$ cat config.mk
export PLATFORM = sky130hd
export DESIGN_NAME = bit_scan_seq
export DESIGN_NICKNAME = d
export VERILOG_FILES = /design/src/rtl/bit_scan_pkg.sv /design/src/rtl/bit_scan_seq_msb_index.sv /design/src/rtl/bit_scan_seq.sv
export SDC_FILE = /design/constraint.sdc
export NUM_CORES = 1
export LEC_CHECK = 0
export BUFFER_PORTS_ARGS = -buffer_cell sky130_fd_sc_hd__buf_2
export CAP_MARGIN = 20
export CELL_PAD_IN_SITES_DETAIL_PLACEMENT = 2
export CELL_PAD_IN_SITES_GLOBAL_PLACEMENT = 2
export CORE_ASPECT_RATIO = 1.1
export CORE_MARGIN = 2
export CORE_UTILIZATION = 33
export DETAILED_ROUTE_END_ITERATION = 7
export PLACE_DENSITY = 0.8
export SKIP_CTS_REPAIR_TIMING = 1
export SLEW_MARGIN = 25
export SYNTH_ARGS = -nofsm -noshare
export SYNTH_HDL_FRONTEND = slang
export SYNTH_SLANG_ARGS = --single-unit
$ cat constraint.sdc
create_clock -name clk -period 2.9 [get_ports clk]
set_input_delay 0 -clock clk [delete_from_list [all_inputs] [get_ports clk]]
set_output_delay 0 -clock clk [all_outputs]
set_load 0.02 [all_outputs]
$ cat src/rtl/bit_scan_pkg.sv
// Shared constants and state encoding for the bit_scan_seq set-bit enumerator.
package bit_scan_pkg;

    localparam int WORD = 16;
    localparam int IDX  = 4;
    localparam int CNT  = 5;

    typedef enum logic {
        IDLE = 1'b0,
        SCAN = 1'b1
    } state_t;

endpackage

$ cat src/rtl/bit_scan_seq_msb_index.sv
// msb_index: combinational priority encoder giving the highest set bit of a word
// and whether exactly one bit is set.
module msb_index
    import bit_scan_pkg::*;
(
    input  logic [WORD-1:0] i_rem,
    output logic [IDX-1:0]  o_index,
    output logic            o_one_left
);

    // Later (higher) set bits overwrite earlier ones, so the MSB wins.
    always_comb begin
        o_index = {IDX{1'b0}};
        for (int i = 0; i < WORD; i++) begin
            if (i_rem[i]) begin
                o_index = IDX'(i);
            end else begin
                o_index = o_index;
            end
        end
    end

    // Power-of-two test: clearing the lowest set bit leaves nothing.
    always_comb begin
        o_one_left = (i_rem != {WORD{1'b0}}) &&
                     ((i_rem & (i_rem - {{(WORD-1){1'b0}}, 1'b1})) == {WORD{1'b0}});
    end

endmodule

$ cat src/rtl/bit_scan_seq.sv
// bit_scan_seq: emits the index of every set bit of a 16-bit word, MSB first.
// Optional out_count port and set-bit counter are enabled by BITSCAN_COUNT_EN.
module bit_scan_seq
    import bit_scan_pkg::*;
(
    input  logic            clk,
    input  logic            reset,
    input  logic            in_valid,
    output logic            in_ready,
    input  logic [WORD-1:0] in_word,
    output logic            out_valid,
    input  logic            out_ready,
    output logic [IDX-1:0]  out_index,
    output logic            out_last,
    output logic            out_none
`ifdef BITSCAN_COUNT_EN
   ,output logic [CNT-1:0]  out_count
`endif
);

    state_t          r_state;
    state_t          w_state_nxt;
    logic [WORD-1:0] r_rem;
    logic [WORD-1:0] w_rem_nxt;
    logic [IDX-1:0]  w_msb_idx;
    logic            w_one_left;
    logic            w_rem_zero;
    logic            w_scan;
    logic            w_handshake;

    msb_index u_msb_index (
        .i_rem      (r_rem),
        .o_index    (w_msb_idx),
        .o_one_left (w_one_left)
    );

    assign w_scan      = (r_state == SCAN);
    assign w_rem_zero  = (r_rem == {WORD{1'b0}});
    assign w_handshake = w_scan & out_ready;

    // State and remaining-mask registers.
    always_ff @(posedge clk or posedge reset) begin
        if (reset) begin
            r_state <= IDLE;
            r_rem   <= {WORD{1'b0}};
        end else begin
            r_state <= w_state_nxt;
            r_rem   <= w_rem_nxt;
        end
    end

    // Next state: accept in IDLE, leave SCAN on the handshake of the last beat.
    always_comb begin
        w_state_nxt = r_state;
        w_rem_nxt   = r_rem;
        case (r_state)
            IDLE: begin
                if (in_valid) begin
                    w_state_nxt = SCAN;
                    w_rem_nxt   = in_word;
                end else begin
                    w_state_nxt = IDLE;
                end
            end
            SCAN: begin
                if (out_ready) begin
                    w_rem_nxt = r_rem & ~({{(WORD-1){1'b0}}, 1'b1} << w_msb_idx);
                    if (w_one_left || w_rem_zero) begin
                        w_state_nxt = IDLE;
                    end else begin
                        w_state_nxt = SCAN;
                    end
                end else begin
                    w_state_nxt = SCAN;
                end
            end
            default: begin
                w_state_nxt = IDLE;
                w_rem_nxt   = {WORD{1'b0}};
            end
        endcase
    end

    // Outputs are decoded from registered state, so they hold through stalls.
    always_comb begin
        in_ready  = ~w_scan;
        out_valid = w_scan;
        if (w_scan) begin
            out_index = w_msb_idx;
            out_last  = w_one_left | w_rem_zero;
            out_none  = w_rem_zero;
        end else begin
            out_index = {IDX{1'b0}};
            out_last  = 1'b0;
            out_none  = 1'b0;
        end
    end

`ifdef BITSCAN_COUNT_EN
    logic [CNT-1:0] r_cnt;

    // Handshake counter; 5 bits so a full word reports 16 without wrapping.
    always_ff @(posedge clk or posedge reset) begin
        if (reset) begin
            r_cnt <= {CNT{1'b0}};
        end else if (r_state == IDLE && in_valid) begin
            r_cnt <= {CNT{1'b0}};
        end else if (w_handshake) begin
            r_cnt <= r_cnt + {{(CNT-1){1'b0}}, 1'b1};
        end else begin
            r_cnt <= r_cnt;
        end
    end

    // The last beat counts itself; a zero word reports 0.
    always_comb begin
        if (w_scan && w_one_left) begin
            out_count = r_cnt + {{(CNT-1){1'b0}}, 1'b1};
        end else begin
            out_count = {CNT{1'b0}};
        end
    end
`endif

endmodule

======== Word-level counts from Yosys, hierarchy flattened ========
Cells that the tools add are included.
word-level totals
  flip-flop bits (word level) ............. 17
  latch bits .............................. 0
  bits in writable memories ............... 0
  ROM bits ................................ 0
  output and inout bits ................... 8
  word-level logic and storage cells ...... 42
  memories kept ........................... 0
cells by class
  $add $sub $neg .......................... 1
  multiply operators ...................... 0
  div/mod/pow operators ................... 0
  order comparisons ....................... 0
  equality and inequality tests ........... 2
  shift-type cells ........................ 1
  muxes and demuxes ....................... 25
  bitwise logic cells ..................... 5
  reductions and logical operators ........ 6
operators by type and width
  operator                 number
  $mux W4                  9
  $and A16 B16 Y16         2
  $logic_not A16 Y1        2
  $mux W16                 2
  $pmux W16 S2             1
  $not A16 Y16             1
  $reduce_bool A16 Y1      1
  $shl A1 B4 Y16 const A   1
  $sub A16 B1 Y16 const B  1
  $mux W3                  4
  $mux W1                  6
  $mux W2                  2
  $ne A2 B2 Y1 const B     2
  $pmux W1 S2              1
  $reduce_and A2 Y1        1
  $logic_and A1 B1 Y1      1
  $logic_or A1 B1 Y1       1
  $not A1 Y1               1
  $or A1 B1 Y1             1

======== Depth between registers and ports, before layout ========
  depth in word-level cells ............... 20
  gate-level depth with buffers ........... 7
  mapped depth without buffers ............ 5

======== By module ========
A second synthesis with hierarchy kept.
unflattened totals
  cells, all modules ...................... 131
  area total of the unflattened synthesis .. 1,186.1 um^2
modules (own cells, without submodules)
  module        instances  cells each  area an instance (um^2)  seq. area each (um^2)
  bit_scan_seq  1          84          873.3                    425.4
  msb_index     1          47          312.8                    0.0

======== Worst setup path after synthesis ========
Ideal clock, no wire load.
  path kind ............................... reg2reg
  start ................................... reg r_state, in the netlist out_valid
  end ..................................... reg r_rem[6]
  setup time .............................. 0.138 ns
  data arrival time ....................... 1.608 ns
  data required time ...................... 2.762 ns
  path slack .............................. 1.154 ns
  stages on the path, launching flop included .. 8
  clock period less this slack ............ 1.746 ns
  path through ............................ dfrtp_1 buf_2 nor2b_1 clkbuf_1 nor2_1 a22o_1 nor4b_1 a21oi_1
on the way
  longest elaborated chain between the ends .. 3
  elaborated cells between the ends (all ways) .. 5
  those cells by class .................... eq/ne (2); mux (1); bitwise (1); reduce/logical (1)
RTL lines
  what                         line                text
  start, declared              bit_scan_seq.sv:21  state_t r_state;
  start signal, assigned       bit_scan_seq.sv:47  r_state <= w_state_nxt;
  $not A1 Y1                   --
  $ne A2 B2 Y1 (no line)       --
  $reduce_and A2 Y1 (no line)  --
  end signal, assigned         bit_scan_seq.sv:45  r_rem <= {WORD{1'b0}};
  end signal, assigned         bit_scan_seq.sv:48  r_rem <= w_rem_nxt;
  end, declared                bit_scan_seq.sv:23  logic [WORD-1:0] r_rem;
Several ways; a longest one is shown, not always the timed one.
A chain may end at the register's enable or synchronous reset.

======== Final worst setup path ========
  start ................................... reg r_rem[4]
  end ..................................... out out_last
on the way
  longest elaborated chain between the ends .. 6
  elaborated cells between the ends (all ways) .. 8
  those cells by class .................... add/sub (1); mux (1); bitwise (2); reduce/logical (4)
RTL lines
  what                 line                          text
  $sub A16 B1 Y16      bit_scan_seq_msb_index.sv:26  ((i_rem & (i_rem - {{(WORD-1){1'b0}}, 1'b1})) == {WORD{1'b0}});
  $and A16 B16 Y16     bit_scan_seq_msb_index.sv:26
  $logic_not A16 Y1    bit_scan_seq_msb_index.sv:26
  $logic_and A1 B1 Y1  bit_scan_seq_msb_index.sv:25  o_one_left = (i_rem != {WORD{1'b0}}) &&
  $or A1 B1 Y1 *       bit_scan_seq.sv:90            out_last = w_one_left | w_rem_zero;
  $mux W1 *            bit_scan_seq.sv:88            if (w_scan) begin
  end, declared        bit_scan_seq.sv:14            output logic out_last,
Mark *: on every way between the ends. The rest lies on a longest branch, timed or not.

==> qor.csv <==
metric,value,unit
status,completed,
Mapped Cells,153,
clock root cell,clkbuf_8,
RSZ-0062 raised after global routing,no,
crit path max fanout,10,
reg2reg setup slack,0.72,ns
Final Setup Violations,0,
Multi-input gate area,758,sq um
Worst R2R Start,r_rem[4],
I/O Buffers,27,
vias per std cell,5.87,
"Seq/Total Area, Yosys",33.4,%
initial antenna violation count,0,
post-synthesis cell type count,44,
number of flops mapped to enable cells by yosys,0,
"Arr. time, crit path",2.41,ns
first-pass GRT wire length,7510,um
H-tree level count,1,
Slew Limit Fails,0,
ratio of cells with drive above 1 in the final layout,23.3,%
layout overhead on the synthesized area,16.9,%
Initial Utilization,34.5,%
Layout fillers,453,
DR pass1 iterations,4,
predominant post-synthesis flop cell,dfrtp_1,
R2R Path End,out_valid,
die area,4370,sq um
min-delay src,in_word[1],
WHS,0.0195,ns
die height,69.1,um
initial DRC count,42,
Leak,0.000663,uW
core box area,3680,sq um
Worst-Skew Late Latency,0.27,ns
CTS max path bufs,2,
GRT overflow,0,
DRC Markers,0,
Tot GR Track Use,21.7,%
Via Count,1326,
FMAX,416,MHz
Period minus WS final,2.41,ns
WL/cell,20.2,um
Crit. Startpoint,r_rem[4],
final net count,197,
"CTS clk-pin slew, worst paths",0.07,ns
number of global-route vias before repair,1482,
Worst Max-Slew Pin Slew,0.727,ns
Register Area,425,sq um
clock sink count,17,
Inserted Clock Buffers,3,
worst hold path depth,3,
n_diodes,0,
Synth Warn #,0,
Syn Area/Cell,8.32,sq um
Netlist Area Pre-Place,1270,sq um
DP HPWL,3390,um
drt total wl,4570,um
Syn Nets,173,
#FFs+latches synth,17,
Slew HR,51.5,%
Crit. End Element,primary output,
Synth async-reset ratio,100,%
hold path endpoint,r_rem[1],
CTS tree,yes,
Tcrit/Tclk final,83.0,%
Final Hold Fails,0,
Routed Antenna Nets,0,
hold crit path type,primary input to flop,
critical path class,flop to primary output,
max_cap viols,0,
r2r worst-path depth,5,
worst path required time,2.90,ns
global placer's final weighted congestion,0.824,
Worst Setup Start Kind,flop,
die width,63.2,um
cell area power density,787,nW/um^2
# rows,23,
io pins,28,
TNS Setup,0,ns
largest net degree at the start of global routing,20,
Clock Skew,0.00723,ns
Peak supply drop,0.400,mV
## sequential cells by signal, summed over array words and instances (netlist names)
register,cells
r_rem,16
out_valid,1
## cell families (layout without fill, tap and decap cells)
kind of cell | after synthesis | in the layout | synth area share (%)
buf+inv | 18 | 41 | 6.98
fa+ha+maj | 1 | 1 | 0.787
flops | 17 | 17 | 33.4
compound gates | 55 | 55 | 29.1
mux | 5 | 5 | 3.93
simple gates | 57 | 57 | 25.8
## cells in the mapped netlist, drive strengths merged (2+ instances only)
cell | number | share of area (%)
a21oi | 13 | 5.1
nor2 | 20 | 6.5
o21a | 3 | 1.8
a31oi | 8 | 3.9
nor2b | 3 | 1.5
nor4 | 3 | 3.1
a2bb2oi | 3 | 2.1
mux2i | 5 | 3.9
nor3 | 7 | 2.8
a22o | 5 | 3.4
clkbuf | 5 | 1.5
nand4 | 2 | 0.98
or4 | 2 | 1.8
nand2 | 9 | 2.7
dfrtp | 17 | 33
inv | 6 | 1.8
o21ai | 7 | 2.8
and2 | 2 | 1.1
a22oi | 4 | 2.4
nand3 | 3 | 1.2
buf | 7 | 3.7
o31ai | 2 | 1.2
and4 | 2 | 1.5
o31a | 2 | 1.4
## layer usage
metal,global-route usage [%],share of wire (%),wire length [um]
met2,40.1,52,2380
met5,0,0,0
met3,2.12,2.8,130
met1,26.4,44,2010
met4,6.28,1.0,48
## placed cells by master (no fill, tap or decap), drive strengths merged, types with 3 or more instances in the layout
cell / synthesis / layout
nand3: 3 / 3
nor3: 7 / 7
mux2i: 5 / 5
o21a: 3 / 3
nor2: 20 / 20
nor2b: 3 / 3
o21ai: 7 / 7
a22oi: 4 / 4
buf: 7 / 28
dlygate4sd3: 0 / 3
nor4: 3 / 3
dfrtp: 17 / 17
a31oi: 8 / 8
inv: 6 / 6
a22o: 5 / 5
nand2: 9 / 9
a2bb2oi: 3 / 3
a21oi: 13 / 13
clkbuf: 5 / 3
## through the flow
stage	instance area (sq um)	power [uW]	setup slack [ns]	utilization (%)	instances
floorplan	1270	817	1.15	-	153
global placement	1410	945	0.867	38.3	219
detailed placement	1410	972	0.746	38.3	219
CTS	1460	1170	0.518	39.6	223
global route	1490	1240	0.318	40.4	226
finish	1490	1170	0.494	40.4	226
## power by group
part           switching [uW]  leakage [uW]  internal, uW
registers                 105      0.000194           279
clock network            99.1     0.0000255          95.9
logic                     376      0.000443           216
## cell type report
cell class / instances / share of cell area [%]
multi-input cells: 118 / 51.0
flip-flops and latches: 17 / 28.6
repair buffers: 31 / 11.6
well taps: 50 / 4.21
clock buffers: 3 / 2.78
inverters: 6 / 1.51
clock inverters: 1 / 0.336
## worst max-delay path, stage by stage, from the launching register on
cell      delay, ns
dfrtp_1        0.51
nor4_4         0.64
nand4_1        0.23
o21a_1         0.24
nor3_1         0.15
and4bb_1       0.21
buf_2          0.16
## worst max-delay path by stage
| stage | endpoint | slack, ns | cells past startpoint |
|---|---|---|---|
| detailed placement | out_valid | 0.75 | 5 |
| global placement | out_valid | 0.87 | 5 |
| CTS | out_last | 0.52 | 6 |
| finish | out_last | 0.49 | 6 |
| global route | out_last | 0.32 | 6 |
| floorplan | r_rem[6] | 1.15 | 7 |
Note: power is estimated with default switching activity, not from simulation.
